$ cat src/rtl/cpu_clock_ctrl_pkg.sv
// ----------------------------------------------------------------------------
// cpu_clock_ctrl_pkg
// Shared definitions for the CPU clock controller: the sequencer state
// encoding that also appears on the State output, and a small helper that
// sizes counters.
// Ports: none (package).
// ----------------------------------------------------------------------------
package cpu_clock_ctrl_pkg;

   localparam int STATE_W = 2;

   // Encoding is visible to software/LEDs through the State port, so the
   // values are fixed explicitly.
   typedef enum logic [STATE_W-1:0] {
      ST_IDLE = 2'd0,
      ST_RUN  = 2'd1,
      ST_STEP = 2'd2,
      ST_HALT = 2'd3
   } state_t;

   // Bits needed to hold 0..n-1. Never returns 0, so a counter whose
   // terminal count is 1 still gets a legal one-bit vector.
   function automatic int cnt_width(input int n);
      return (n > 1) ? $clog2(n) : 1;
   endfunction

endpackage

$ cat src/rtl/tick_generator.sv
// ----------------------------------------------------------------------------
// tick_generator
// Free-running prescaler. Counts 0..TICK_COUNT-1 and asserts tick for the
// one cycle in which the count sits at its terminal value, so ticks are
// exactly TICK_COUNT cycles apart and the first one falls TICK_COUNT cycles
// after reset is released.
// Parameters:
//   TICK_COUNT  clock cycles per tick (>= 2)
// Ports:
//   clock  in   system clock, rising edge
//   reset  in   synchronous, active-high
//   tick   out  one-cycle strobe every TICK_COUNT cycles
// ----------------------------------------------------------------------------
module tick_generator #(
   parameter int TICK_COUNT = 50000
) (
   input  logic clock,
   input  logic reset,
   output logic tick
);
   import cpu_clock_ctrl_pkg::*;

   localparam int               CNT_W    = cnt_width(TICK_COUNT);
   localparam logic [CNT_W-1:0] CNT_LAST = CNT_W'(TICK_COUNT - 1);

   logic [CNT_W-1:0] count;

   // NOTE: reset is sampled on the clock edge, so it sits inside the
   // clocked block instead of in the sensitivity list.
   always_ff @(posedge clock) begin
      if (reset) begin
         count <= '0;
      end else if (count == CNT_LAST) begin
         count <= '0;
      end else begin
         // NOTE: non-blocking assignment, so every flop sees pre-edge values
         // no matter how the blocks are ordered.
         count <= count + CNT_W'(1);
      end
   end

   assign tick = (count == CNT_LAST);

endmodule

$ cat src/rtl/cpu_clock_controller.sv
// ----------------------------------------------------------------------------
// cpu_clock_controller
// Run / single-step / halt sequencer for the single-cycle CPU. Turns board
// switches and a bouncy push button into a one-cycle CpuClkEn advance pulse.
// Everything runs on Clock; the button is the only asynchronous input.
//
// Build option: define CLKCTRL_BREAKPOINT_EN to build the PC breakpoint
// comparator. Without it Pc/BreakAddr/BreakValid are ignored and BreakHit
// stays 0; the port list is the same in both builds.
//
// Parameters:
//   TICK_COUNT      Clock cycles per prescaler tick (>= 2)
//   DEBOUNCE_TICKS  stable tick samples before the button level changes (>= 1)
//   RUN_DIV         ticks per CpuClkEn pulse in RUN (>= 1)
//   PC_WIDTH        width of Pc / BreakAddr
// Ports:
//   Clock       in   system clock
//   Reset       in   synchronous, active-high; clears every register
//   RunSwitch   in   1 = free-run requested
//   StepButton  in   raw asynchronous push button
//   HaltReq     in   CPU halt request, honoured in RUN only
//   Pc          in   current CPU PC
//   BreakAddr   in   breakpoint address
//   BreakValid  in   breakpoint armed
//   CpuClkEn    out  one-cycle CPU advance pulse
//   State       out  IDLE=0, RUN=1, STEP=2, HALT=3
//   Halted      out  1 while State is HALT
//   BreakHit    out  sticky breakpoint flag
//   CycleCount  out  number of CpuClkEn pulses, wraps modulo 2^32
// ----------------------------------------------------------------------------
module cpu_clock_controller
   import cpu_clock_ctrl_pkg::*;
#(
   parameter int TICK_COUNT     = 50000,
   parameter int DEBOUNCE_TICKS = 10,
   parameter int RUN_DIV        = 1,
   parameter int PC_WIDTH       = 32
) (
   input  logic                Clock,
   input  logic                Reset,
   input  logic                RunSwitch,
   input  logic                StepButton,
   input  logic                HaltReq,
   input  logic [PC_WIDTH-1:0] Pc,
   input  logic [PC_WIDTH-1:0] BreakAddr,
   input  logic                BreakValid,
   output logic                CpuClkEn,
   output logic [STATE_W-1:0]  State,
   output logic                Halted,
   output logic                BreakHit,
   output logic [31:0]         CycleCount
);

   localparam int               DB_W     = cnt_width(DEBOUNCE_TICKS);
   localparam logic [DB_W-1:0]  DB_LAST  = DB_W'(DEBOUNCE_TICKS - 1);
   localparam int               DIV_W    = cnt_width(RUN_DIV);
   localparam logic [DIV_W-1:0] DIV_LAST = DIV_W'(RUN_DIV - 1);

   // -------------------------------------------------------------------------
   // Prescaler
   // -------------------------------------------------------------------------
   logic tick;

   tick_generator #(
      .TICK_COUNT (TICK_COUNT)
   ) u_tick_generator (
      .clock (Clock),
      .reset (Reset),
      .tick  (tick)
   );

   // -------------------------------------------------------------------------
   // Button synchroniser
   // -------------------------------------------------------------------------
   logic btn_meta;
   logic btn_sync;

   // NOTE: two flops before any logic looks at the button; the first one may
   // go metastable and gets a full cycle to settle.
   always_ff @(posedge Clock) begin
      if (Reset) begin
         btn_meta <= 1'b0;
         btn_sync <= 1'b0;
      end else begin
         btn_meta <= StepButton;
         btn_sync <= btn_meta;
      end
   end

   // -------------------------------------------------------------------------
   // Debouncer: the synchronised button is sampled once per tick. The level
   // only follows it after DEBOUNCE_TICKS consecutive samples that disagree
   // with the current level; any agreeing sample restarts the run.
   // press is a one-cycle event on the debounced rising edge.
   // -------------------------------------------------------------------------
   logic            btn_level;
   logic [DB_W-1:0] db_count;
   logic            press;

   always_ff @(posedge Clock) begin
      if (Reset) begin
         btn_level <= 1'b0;
         db_count  <= '0;
         press     <= 1'b0;
      end else begin
         // NOTE: default first, so press is high for exactly one cycle and
         // no branch is left without an assignment.
         press <= 1'b0;
         if (tick) begin
            if (btn_sync == btn_level) begin
               db_count <= '0;
            end else if (db_count == DB_LAST) begin
               btn_level <= btn_sync;
               db_count  <= '0;
               press     <= btn_sync;
            end else begin
               db_count <= db_count + DB_W'(1);
            end
         end
      end
   end

   // -------------------------------------------------------------------------
   // Breakpoint comparator
   // -------------------------------------------------------------------------
   logic break_match;

`ifdef CLKCTRL_BREAKPOINT_EN
   assign break_match = BreakValid && (Pc == BreakAddr);
`else
   // No comparator in this build; the inputs are folded into a dummy net so
   // the ports stay identical and nothing dangles.
   logic unused_break_inputs;
   assign unused_break_inputs = ^{BreakValid, Pc, BreakAddr};
   assign break_match         = 1'b0;
`endif

   // -------------------------------------------------------------------------
   // Sequencer. All outputs are registered; CpuClkEn rises in the cycle
   // after the tick that completes RUN_DIV ticks, and during the single
   // STEP cycle.
   // -------------------------------------------------------------------------
   state_t           state;
   logic             clk_en;
   logic             halted;
   logic             break_hit;
   logic [DIV_W-1:0] div_count;
   logic             pulse_due;

   assign pulse_due = tick && (div_count == DIV_LAST);

   always_ff @(posedge Clock) begin
      if (Reset) begin
         state     <= ST_IDLE;
         clk_en    <= 1'b0;
         halted    <= 1'b0;
         break_hit <= 1'b0;
         div_count <= '0;
      end else begin
         clk_en <= 1'b0;
         case (state)
            ST_IDLE: begin
               if (RunSwitch) begin
                  state     <= ST_RUN;
                  div_count <= '0;
               end else if (press) begin
                  state  <= ST_STEP;
                  clk_en <= 1'b1;
               end
            end

            // A press arriving here is simply not acted on: it is a
            // one-cycle event, so it cannot be queued for later.
            ST_RUN: begin
               if (HaltReq) begin
                  state  <= ST_HALT;
                  halted <= 1'b1;
               end else if (pulse_due && break_match) begin
                  state     <= ST_HALT;
                  halted    <= 1'b1;
                  break_hit <= 1'b1;
               end else if (!RunSwitch) begin
                  state <= ST_IDLE;
               end else if (pulse_due) begin
                  clk_en    <= 1'b1;
                  div_count <= '0;
               end else if (tick) begin
                  div_count <= div_count + DIV_W'(1);
               end
            end

            ST_STEP: begin
               state <= ST_IDLE;
            end

            ST_HALT: begin
               if (press) begin
                  state     <= ST_STEP;
                  clk_en    <= 1'b1;
                  halted    <= 1'b0;
                  break_hit <= 1'b0;
               end else if (!RunSwitch && !HaltReq) begin
                  state     <= ST_IDLE;
                  halted    <= 1'b0;
                  break_hit <= 1'b0;
               end
            end

            default: begin
               state <= ST_IDLE;
            end
         endcase
      end
   end

   // Counts a pulse at the end of the cycle in which CpuClkEn is high.
   always_ff @(posedge Clock) begin
      if (Reset) begin
         CycleCount <= '0;
      end else if (clk_en) begin
         CycleCount <= CycleCount + 32'd1;
      end
   end

   assign CpuClkEn = clk_en;
   assign State    = state;
   assign Halted   = halted;
   // Without the comparator break_hit is never set, so this reads as 0.
   assign BreakHit = break_hit;

endmodule

$ cat config.mk
export PLATFORM = sky130hd
export DESIGN_NAME = cpu_clock_controller
export DESIGN_NICKNAME = d
export VERILOG_FILES = /design/src/rtl/cpu_clock_ctrl_pkg.sv /design/src/rtl/tick_generator.sv /design/src/rtl/cpu_clock_controller.sv
export SDC_FILE = /design/constraint.sdc
export NUM_CORES = 1
export LEC_CHECK = 0
export CELL_PAD_IN_SITES_DETAIL_PLACEMENT = 1
export CELL_PAD_IN_SITES_GLOBAL_PLACEMENT = 2
export CORE_ASPECT_RATIO = 2
export CORE_MARGIN = 2
export CORE_UTILIZATION = 26
export CTS_CLUSTER_DIAMETER = 120
export CTS_CLUSTER_SIZE = 24
export DETAILED_ROUTE_END_ITERATION = 16
export PLACE_DENSITY = 0.86
export SKIP_LAST_GASP = 1
export SYNTH_ARGS = -nofsm -noshare
export SYNTH_HDL_FRONTEND = slang
export SYNTH_SLANG_ARGS = --single-unit
export TNS_END_PERCENT = 1
$ cat constraint.sdc
create_clock -name Clock -period 4.4 [get_ports Clock]
set_input_delay 0.88 -clock Clock [delete_from_list [all_inputs] [get_ports Clock]]
set_output_delay 0.88 -clock Clock [all_outputs]
set_load 0.02 [all_outputs]
Yosys cells after proc, flatten, opt, wreduce, memory -nomap -nowiden
Index checks and enable logic that the tools add are counted.
{"block": "totals", "ff_bits": 62, "elab_cells": 74, "output_inout_bits": 37, "inputBits": 70}
{"block": "op_classes", "n_bitwise": 4, "reduce_logical": 15, "eq_ne": 14, "muxes": 25, "addsub": 4}
{"cell": "32-bit by 1-bit adder with 32-bit output (second input constant)", "count": 1}
{"cell": "16-bit by 1-bit adder with 16-bit output (second input constant)", "count": 1}
{"cell": "16-bit equality test (second input constant)", "count": 1}
{"cell": "1-bit two-way mux", "count": 13}
{"cell": "2-bit two-way mux", "count": 6}
{"cell": "3-bit != test (second input constant)", "count": 4}
{"cell": "3-bit AND reduction", "count": 3}
{"cell": "4-bit two-way mux", "count": 2}
{"cell": "2-bit != test (second input constant)", "count": 4}
{"cell": "2-bit case mux with 4 select lines", "count": 1}
{"cell": "2-bit nonzero test", "count": 3}
{"cell": "5-bit AND reduction", "count": 1}
{"cell": "4-bit by 1-bit adder with 4-bit output (second input constant)", "count": 1}
{"cell": "2-bit equality test (second input constant)", "count": 2}
{"cell": "4-bit equality test (second input constant)", "count": 1}
{"cell": "1-bit inverter", "count": 4}
{"cell": "1-bit case mux with 2 select lines", "count": 2}
{"cell": "4-bit OR reduction", "count": 1}
{"cell": "1-bit case mux with 3 select lines", "count": 1}
{"cell": "2-bit by 1-bit equality test with 1-bit output (second input constant)", "count": 1}
{"cell": "1-bit logical AND", "count": 2}
{"cell": "1-bit logical NOT", "count": 2}
{"cell": "2-bit logical NOT", "count": 1}
{"cell": "2-bit AND reduction", "count": 1}
{"cell": "other kinds (3)", "count": 3}

Longest topological paths before layout
{"block": "depth", "word_depth": 6, "mapped_depth": 7, "mapped_depth_nobuf": 6}

Hierarchy
From an unflattened synthesis, not the netlist that was laid out.
{"block": "unflattened", "hier_cells": 315, "area_unflattened_um2": 2837.7}
{"mod": "cpu_clock_controller", "seq_area_each_um2": 900.9, "area_per_inst_um2": 2105.8, "cells_each": 233, "n_inst": 1}
{"mod": "tick_generator", "seq_area_each_um2": 320.3, "area_per_inst_um2": 732.0, "cells_each": 82, "n_inst": 1}

Worst setup path before layout
OpenSTA, ideal clock, no wires.
{"block": "synth_path", "kind": "flip-flop to flip-flop", "start": "reg CycleCount[13]", "end": "reg CycleCount[30]", "setup_time_ns": 0.071, "period_less_slack_ns": 1.941, "path_buffers": 1, "required_ns": 4.329, "setup_slack_ns": 2.459, "stages_incl_launch_ff": 6, "t_arrival_ns": 1.870, "cell_sequence": "dfxtp_1 nand4_1 or4_1 buf_2 or4_1 a21oi_1"}
{"block": "synth_via", "elab_chain_len": 1}
{"item": "from (decl)", "line_no": "cpu_clock_controller.sv:51", "rtl": "output logic [31:0] CycleCount"}
{"item": "from (signal assigned)", "line_no": "cpu_clock_controller.sv:221", "rtl": "CycleCount <= CycleCount + 32'd1;"}
{"item": "32-bit by 1-bit adder with 32-bit output", "line_no": "cpu_clock_controller.sv:221"}
No other way between the ends.
A chain may end at the register's enable or synchronous reset.

Worst setup path after layout
{"block": "layout_path", "start": "reg CycleCount[0]", "end": "reg CycleCount[24]"}
Same word-level chain as after synthesis.

==> impl_metrics.yaml <==
synth:
  yosys_warnings: 0
  synth-seq-cells: 61
  synthesis.area_mm2: 0.002740
  syn_area_per_cell_um2: 8.868
  yosysUniqueCellTypes: 39
  syn_nets: 383
  ys_seq_area_share_pct: 44.57
  syn_inst: 309
pwr:
  peakVddDrop_uv: 277.9
  p_per_area_mw_per_mm2: 353.5
  swShare_pct: 21.08
  p_leak_uw: 0.001132
  p_clk_share_pct: 52.1
  p_int_uw: 977.8
  p_seq_share_pct: 45.4
  p_comb_share_pct: 2.5
  switchingPower_uw: 261.1
setup_path:
  cp_slowest_cell: "or4_1"
  startpoint_type: "flip-flop"
  cp.required_ns: 4.65
  endpoint_kind: "flip-flop"
  critPathArrivalTime_ns: 2.79
  worstPathCellList: "ha_1 > and4_1 > nand4_1 > or4_1 > a21oi_1"
  cp_slowest_stage_delay_ns: 0.73
  critical_path_class: "flip-flop to flip-flop"
  cp_max_fo: 19
clock_network:
  ctsResizeCount: 0
  cts_buffers: 9
  postCtsHoldBufs: 0
  clk_latency_ns: 0.32
  cts_sinks: 61
  cts_tree: "done"
  cts_buffer_depth: 2
  root_buffer: "clkbuf_16"
  clk_pin_slew_worst_paths_ns: 0.05
  h-tree-depth: 3
  post-cts-setup-buffer-count: 0
timing:
  fin_skew_ns: 0.004495
  rsz0062_at_grt: "false"
  final_max_slew_viol_count: 0
  hold_viol: 0
  fmax_mhz: 393.3
  worstMarginPinSlew_ns: 0.7785
  finalCriticalPeriod_ns: 2.542
  slew_headroom_pct: 48.10
  finalCritPeriodShare_pct: 57.78
  setup_tns_ns: 0
  setup_violations: 0
route:
  antenna_left: 0
  firstDrtPassIters: 4
  routed_via_density: 5.008
  drtIter0Drc: 87
  post_drt_wl_per_cell_um: 13.51
  dr_total_vias: 2429
  postRouteWirelength_um: 6553
  drc_errors: 0
die:
  start_util_pct: 26.32
  rows: 53
  fp.dieH_um: 149.2
  coreArea_mm2: 0.01041
  die_w_um: 76.59
  num_io_pins: 107
  die_area_mm2: 0.01143
placement:
  dp_cells: 469
  place_congestion: 0.6448
  io_buffers: 40
  dp_hpwl_um: 4738
grt:
  grt.busiest_layer: "met2"
  grt_overflow_total: 0
  grt_use_met1_pct: 12.22
  grt_antenna_before_repair: 0
  grt_pass1_vias: 2457
  grt.total_usage_pct: 12.38
  grt_use_met3_pct: 2.966
  grt_max_degree: 45
  gr-usage-met2_pct: 23.89
  grt_pass1_wl_um: 11400
finish:
  layoutNonFillerInstCount: 485
  syn_to_final_growth_pct: 27.90
  diodes: 0
  nNetsFinal: 417
  drive_gt1_share_pct: 5.460
flow_run:
  cap_violations: 0
outcome:
  status: "complete, no violations"
min_path:
  hp-class: "flip-flop to flip-flop"
[stage by stage]
stage	hold slack, ns	power (uW)	setup slack (ns)	area, um^2	util, %
after floorplan	0.4138	594.2	2.459	2740	-
after global placement	0.4330	604.4	1.637	3226	30.98
after detailed placement	0.4382	605.8	1.588	3226	30.98
after CTS	0.4498	1261	1.806	3505	33.66
after global routing	0.4687	1287	1.574	3505	33.66
final	0.4490	1239	1.858	3505	33.66
[flip-flops by register name (all words and copies together), names as in the netlist]
signal and flops:
CpuClkEn 1, CycleCount 32, Halted 1, State 2
btn_level 1, btn_meta 1, btn_sync 1, db_count 4
div_count 1, press 1, u_tick_generator.count 16
[critical path, delay by kind of cell (launching register included)]
kind                     cells  cell delay [ns]
flip-flops                   1             0.39
AND/OR/NAND/NOR              3             1.73
adder cells (fa/ha/maj)      1             0.19
AO/OA/AOI/OAI                1             0.16
[path summary, 6_finish.rpt]
check	startpoint	to	slack [ns]	depth (start not counted)
setup reg to reg	CycleCount[0]	CycleCount[24]	1.86	5
hold reg to reg	btn_meta	btn_sync	0.45	1
hold / removal	btn_meta	btn_sync	0.45	1
setup / recovery	CycleCount[0]	CycleCount[24]	1.86	5
[layout by cell type (no fill, tap or decap), types with 5 or more instances in the layout]
cell,n
nor2_1,30
nand2_1,15
dfxtp_1,61
xnor2_1,8
or4_1,14
inv_1,8
o21ai_0,13
o31ai_1,12
clkdlybuf4s50_1,40
nand3_1,20
nand4_1,10
a21oi_1,26
and3_1,5
xor2_1,18
or3_1,9
clkbuf_16,9
and4_1,10
[power by group through the flow]
stage	Clock, uW	Sequential, uW	Combinational, uW
floorplan	0	575	19.4
global placement	0	574	30.5
detailed placement	0	574	31.3
CTS	666	563	31.5
global route	689	563	34.7
finish	645	563	30.6
[kinds of logic (layout without fill, tap and decap cells)]
group	after synthesis	count (layout)	synth area share, %
muxes	2	2	0.7306
and+or+nand+nor	129	129	27.08
xor gates and xnor gates	26	26	8.311
buffers and inverters	26	65	4.520
other	1	1	0.1369
DFF	61	61	44.57
AOI/OAI and AO/OA	60	60	12.83
adders and majority gates	4	4	1.827
[synthesized netlist by cell type (all sizes together)]
master   instances  share of area (%)
nor4             2               0.69
a31oi            2               0.46
a21bo            1               0.37
and4            10                3.2
and3b            1               0.32
xnor2            8                2.6
o21ai           13                2.4
nor4b            1               0.32
buf              7                1.9
or4b             1               0.50
nand4bb          1               0.41
o22ai            2               0.46
mux2i            2               0.73
a211oi           2               0.55
nand3b           2               0.55
nor2            30                4.1
inv              8                1.1
ha               4                1.8
nand4           10                2.3
conb             1               0.14
o21a             1               0.27
nor3             1               0.18
clkbuf          11                1.5
o31ai           12                3.3
or3              9                2.1
or4             14                3.8
or4bb            1               0.41
and3             5                1.1
nor2b            3               0.69
nand2           15                2.1
dfxtp           61                 45
nand2b           3               0.69
a21oi           26                4.7
a221oi           1               0.32
nand3           20                3.7
xor2            18                5.8
[cell type report]
| type | count | area (um^2) |
|---|---|---|
| fill | 1219 | 6907 |
| multi-input combinational | 222 | 1395 |
| sequential | 61 | 1221 |
| timing repair buffer | 41 | 407.9 |
| clock buffer | 12 | 256.5 |
| tap | 137 | 171.4 |
| inverter | 8 | 30.03 |
| clock inverter | 4 | 22.52 |
[per-layer routing]
metal | share of wire, % | wire (um) | up-vias
met5 | 0 | 0 | -
met4 | 1.4 | 93 | 0
met3 | 3.0 | 198 | 5
met2 | 57 | 3749 | 29
met1 | 38 | 2511 | 1207
li1 | - | - | 1188
Power figures use the tool's default switching activity.
